<file path="src/rtl/aq_gemac_pkg.sv">
// aq_gemac_pkg: shared state encoding and parameter defaults for the GEMAC transmit arbiter.
package aq_gemac_pkg;

    typedef enum logic [2:0] {IDLE, GRANT, PASS, DRAIN, IFG} state_t;

    localparam int IFG_LEN_DEF   = 12;
    localparam int MAX_LEN_DEF   = 1530;
    localparam int START_TMO_DEF = 16;

endpackage

</file>
<file path="src/rtl/aq_gemac_rr_arb2.sv">
// aq_gemac_rr_arb2: two-requester round-robin picker; the source not served last wins a tie.
module aq_gemac_rr_arb2 (
    input  logic       clk,
    input  logic       rst,
    input  logic [1:0] req,
    input  logic       advance,
    output logic [1:0] grant
);

    logic last;

    always_comb grant = {req[1] & (~req[0] | ~last), req[0] & (~req[1] | last)};

    // last starts at src1 so src0 wins the first tie after reset
    always_ff @(posedge clk or posedge rst)
        if (rst)
            last <= 1'b1;
        else if (advance && |grant)
            last <= grant[1];

endmodule

</file>
<file path="src/rtl/aq_gemac_tx_arb.sv">
// aq_gemac_tx_arb: arbitrates two frame sources onto one GMII byte stream,
// enforcing start timeout, maximum frame length and inter-frame gap.
module aq_gemac_tx_arb
    import aq_gemac_pkg::*;
#(
    parameter int IFG_LEN   = IFG_LEN_DEF,
    parameter int MAX_LEN   = MAX_LEN_DEF,
    parameter int START_TMO = START_TMO_DEF
) (
    input  logic       tx_clk,
    input  logic       rst,
    input  logic       tx_en,
    input  logic       src0_req,
    input  logic       src1_req,
    output logic       src0_gnt,
    output logic       src1_gnt,
    input  logic       src0_valid,
    input  logic       src1_valid,
    input  logic [7:0] src0_data,
    input  logic [7:0] src1_data,
    input  logic       src0_err,
    input  logic       src1_err,
    output logic [7:0] bgmii_txd,
    output logic       bgmii_txe,
    output logic       bgmii_txer,
    output logic       busy,
    output logic       frame_done,
    output logic       frame_trunc
);

    state_t      state, n_state;
    logic        sel, n_sel;
    logic [10:0] cnt, n_cnt;
    logic [7:0]  tmr, n_tmr;
    logic [7:0]  n_txd;
    logic        n_txe, n_txer, n_done, n_trunc;
    logic [1:0]  grant;
    logic        start, v, e, last_byte;
    logic [7:0]  d;

    // grant is combinational so the pulse lands in the IDLE cycle itself
    assign start     = (state == IDLE) & tx_en & ~rst;
    assign src0_gnt  = start & grant[0];
    assign src1_gnt  = start & grant[1];
    assign busy      = state != IDLE;
    assign v         = sel ? src1_valid : src0_valid;
    assign d         = sel ? src1_data : src0_data;
    assign e         = sel ? src1_err : src0_err;
    assign last_byte = cnt + 11'd1 == 11'(MAX_LEN);

    aq_gemac_rr_arb2 u_rr (
        .clk    (tx_clk),
        .rst    (rst),
        .req    ({src1_req, src0_req}),
        .advance(start),
        .grant  (grant)
    );

    always_comb begin
        n_state = state;
        n_sel   = sel;
        n_cnt   = cnt;
        n_tmr   = tmr;
        n_txd   = 8'h00;
        n_txe   = 1'b0;
        n_txer  = 1'b0;
        n_done  = 1'b0;
        n_trunc = 1'b0;
        case (state)
            IDLE:
                if (start && |grant) begin
                    n_state = GRANT;
                    n_sel   = grant[1];
                    n_tmr   = 8'd0;
                end
            GRANT:
                if (v) begin
                    n_state = PASS;
                    n_txd   = d;
                    n_txe   = 1'b1;
                    n_txer  = e;
                    n_cnt   = 11'd1;
                end else if (tmr == 8'(START_TMO - 1))
                    n_state = IDLE;
                else
                    n_tmr = tmr + 8'd1;
            PASS:
                if (v) begin
                    n_txd   = d;
                    n_txe   = 1'b1;
                    n_txer  = e | last_byte;
                    n_trunc = last_byte;
                    n_cnt   = cnt + 11'd1;
                    n_state = last_byte ? DRAIN : PASS;
                end else begin
                    n_done  = 1'b1;
                    n_tmr   = 8'd0;
                    n_state = IFG;
                end
            DRAIN:
                if (!v) begin
                    n_tmr   = 8'd0;
                    n_state = IFG;
                end
            default:
                if (tmr == 8'(IFG_LEN - 1)) begin
                    n_state = IDLE;
                    n_cnt   = 11'd0;
                end else
                    n_tmr = tmr + 8'd1;
        endcase
    end

    always_ff @(posedge tx_clk or posedge rst)
        if (rst) begin
            state       <= IDLE;
            sel         <= 1'b0;
            cnt         <= 11'd0;
            tmr         <= 8'd0;
            bgmii_txd   <= 8'h00;
            bgmii_txe   <= 1'b0;
            bgmii_txer  <= 1'b0;
            frame_done  <= 1'b0;
            frame_trunc <= 1'b0;
        end else begin
            state       <= n_state;
            sel         <= n_sel;
            cnt         <= n_cnt;
            tmr         <= n_tmr;
            bgmii_txd   <= n_txd;
            bgmii_txe   <= n_txe;
            bgmii_txer  <= n_txer;
            frame_done  <= n_done;
            frame_trunc <= n_trunc;
        end

endmodule

</file>
<file path="config.mk">
export PLATFORM = sky130hd
export DESIGN_NAME = aq_gemac_tx_arb
export DESIGN_NICKNAME = d
export VERILOG_FILES = /design/src/rtl/aq_gemac_pkg.sv /design/src/rtl/aq_gemac_rr_arb2.sv /design/src/rtl/aq_gemac_tx_arb.sv
export SDC_FILE = /design/constraint.sdc
export NUM_CORES = 1
export LEC_CHECK = 0
export BUFFER_PORTS_ARGS = -buffer_cell sky130_fd_sc_hd__buf_2
export CAP_MARGIN = 20
export CORE_UTILIZATION = 40
export CTS_BUF_LIST = sky130_fd_sc_hd__clkbuf_8
export DETAILED_ROUTE_END_ITERATION = 10
export PLACE_DENSITY = 0.64
export SLEW_MARGIN = 20
export SYNTH_ARGS = -nofsm -noshare
export SYNTH_HDL_FRONTEND = slang
export SYNTH_SLANG_ARGS = --single-unit
</file>
<file path="constraint.sdc">
create_clock -name tx_clk -period 2.6 [get_ports tx_clk]
set_clock_uncertainty 0.2 [all_clocks]
set_input_delay 0.52 -clock tx_clk [delete_from_list [all_inputs] [get_ports tx_clk]]
set_output_delay 0.52 -clock tx_clk [all_outputs]
set_load 0.02 [all_outputs]
</file>
==> impl_metrics.csv <==
group,metric,value,unit
global_routing,grt_overflow,0,
floorplanning,start_util,0.4143,
detailed_routing,drtIter0Drc,73,
timing,maxSlewViolCount,0,
floorplanning,fp-row-count,25,
cts,clockRootBuffer,"clkbuf_8",
global_routing,globalRouteTotalUtil,0.1811,
setup_path,cp_data_arrival_time,1.76,ns
logic_synthesis,synthTopCellsByArea,"dfrtp_1 45%, o21ai_0 6.1%, mux2i_1 5.1%",
logic_synthesis,synth_flop_cell,"dfrtp_1",
detailed_routing,wl,4223,um
timing,slew_headroom,0.6079,
floorplanning,dieArea,5176,sq um
setup_path,crit_required,1.88,ns
setup_path,path_class,"register to output pin",
timing,tns,0,ns
logic_synthesis,yosysTopAreaCellShare,0.4476,
setup_path,critPathLaunchType,"register",
flow_run,cap_violations,0,
detailed_routing,ant_nets,0,
detailed_routing,vias_per_cell,5.203,
timing,worstMarginPinSlew,0.5870,ns
cts,cts_tree,"built",
final_layout,synthToLayoutAreaGrowth,21.67,%
placed_design,dp_hpwl,2974,um
logic_synthesis,synth.most_common_cell,"dfrtp_1",
logic_synthesis,syn_area_per_cell,9.499,sq um
setup_path,crit_path_start,"state[0]",
timing,fin_crit,2.485,ns
cts,cts_max_level,2,
timing,rsz0062_at_grt,"false",
cts,cts.sinks,36,
logic_synthesis,synthArstFlopShare,1.000,
cts,clk_pin_slew,0.08,ns
global_routing,grt_pass1_wl,7176,um
cts,max-clock-path-buffers,2,
cts,cts_buffers,5,
logic_synthesis,synth_nets,234,
floorplanning,die_h,71.95,um
global_routing,grt_pass1_vias,1593,
final_layout,insertedDiodeCount,0,
detailed_routing,drtPass1Iterations,5,
logic_synthesis,synth_cells,206,
logic_synthesis,synth-edff-count,0,
cts,cts_hold_buf,0,
setup_path,critPathCaptureType,"output pin",
worst_hold_path,hold_class,"input port to async pin",
floorplanning,ioPinCount,40,
floorplanning,die_w,71.95,um
logic_synthesis,synth_largest_area_cell,"dfrtp_1",
timing,fmax,402.4,MHz
logic_synthesis,synth_seq_cells,36,
logic_synthesis,netlist_area,1957,sq um
pwr,peakVddDrop,0.0005359,V
final_layout,nets,280,
logic_synthesis,synth_common_cells,"35 x dfrtp_1, 24 x o21ai_0, 22 x nor2_1, 20 x nand2_1, 10 x mux2i_1",
placed_design,place.gp.congestion,0.8290,
detailed_routing,post_drt_wl_per_cell,13.20,um
detailed_routing,vias,1665,
cts,clkLatencyLatePin,0.30,ns
final_layout,fin_area,2381,sq um
placed_design,placed_area,2253,sq um
setup_path,r2r_start,"tmr[0]",
logic_synthesis,synth_cell_types,46,
detailed_routing,drc,0,
logic_synthesis,yosys_warnings,0,
logic_synthesis,ys_seq_area_frac,0.4610,
placed_design,port_buffers,39,
pwr,power_density,928.7,nW/um^2
setup_path,cp_max_fo,6,
floorplanning,core,4723,sq um
global_routing,grt_max_degree,37,
timing,hold_violations,0,
timing,min_period_over_period,0.9558,
timing,finalSetupViolCount,0,
outcome,outcome,"completed",
pwr,leakagePower,1.131,nW
final_layout,drive_above_1_share,0.2490,
global_routing,antenna_found_initial,0,
## critical path, stage by stage (launching register included)
cell and delay, ns:
dfrtp_1 0.43, or3_1 0.42, nor2b_1 0.17, nand2_1 0.08, a21oi_1 0.18, buf_2 0.20
## repair_timing
action | 4_1_cts | 5_1_grt
setup endpoints to repair | 0 | 1
setup buffers | 0 | 0
resized for setup | 0 | 1
hold endpoints to repair | 0 | 0
## per-layer routing
metal / routed length (um) / track usage / up-vias
met3: 198 / 0.05000 / 6
met2: 1930 / 0.2862 / 46
met5: 0 / 0 / -
li1: - / - / 835
met4: 70 / 0.06536 / 0
met1: 2023 / 0.2397 / 778
## final cells by class
type / instances / area, sq um
Fill cell: 453 / 2342
Multi-Input combinational cell: 157 / 1005
Sequential cell: 36 / 903.4
Timing Repair Buffer: 44 / 232.7
Clock buffer: 7 / 96.34
Tap cell: 67 / 83.83
Clock inverter: 1 / 30.03
Inverter: 8 / 30.03
## per-stage QoR
| stage | hold WS [ns] | setup WS [ns] | util | total power [W] | cells |
|---|---|---|---|---|---|
| 2_1_floorplan | 0.2445 | 0.3184 | - | 0.001441 | 206 |
| 3_3_place_gp | 0.2759 | 0.3184 | 0.4771 | 0.001666 | 312 |
| 3_5_place_dp | 0.2737 | 0.2632 | 0.4771 | 0.001675 | 312 |
| 4_1_cts | 0.1514 | 0.09771 | 0.5038 | 0.002230 | 320 |
| 5_1_grt | 0.1957 | 0.01343 | 0.5041 | 0.002372 | 320 |
| 6_report | 0.1363 | 0.1150 | 0.5041 | 0.002211 | 320 |
## power breakdown
group	internal [W]	total, W	switching [W]
Clock	0.000338	0.000544	0.000205
Sequential	0.000700	0.000857	0.000158
Combinational	0.000339	0.000810	0.000472
## kinds of logic (layout without fill, tap and decap cells)
logic type,count (synthesis),count (layout),synth area share
simple gates,86,86,0.2289
compound gates,54,54,0.1880
flops,36,36,0.4610
buf+inv,13,60,0.02557
mux,12,12,0.06842
fa+ha+maj,3,3,0.01918
xor+xnor,2,2,0.008953
## path summary, 6_finish.rpt
check | slack, ns | cells after the start | endpoint
min reg2reg | 0.29 | 1 | cnt[10]
max reg2reg | 0.26 | 6 | tmr[7]
min | 0.14 | 3 | cnt[10]
max | 0.12 | 5 | src1_gnt
max in group asynchronous | 1.72 | 3 | state[1]
min in group tx_clk | 0.27 | 3 | bgmii_txd[2]
## registers in the layout (all words and copies together), names as in the netlist, 3 cells and up
register   flops
tmr            8
cnt           11
state          3
bgmii_txd      8
## cells in the final DEF (no fill, tap or decap), types with 2 or more instances in the layout
cell type,synthesis,layout
a21oi_1,3,3
a22o_1,4,4
a31oi_1,2,2
and3_1,5,5
buf_2,1,39
buf_4,0,5
clkbuf_8,0,7
dfrtp_1,35,34
ha_1,3,3
inv_1,8,8
mux2i_1,10,10
nand2_1,20,20
nand2b_1,5,5
nand3_1,7,7
nand4_1,2,2
nor2_1,22,22
nor2b_1,6,6
nor3_1,6,6
o211ai_1,3,3
o21ai_0,24,24
o2bb2ai_1,2,2
o31ai_1,8,8
or3_1,3,3
Power figures use the tool's default switching activity.
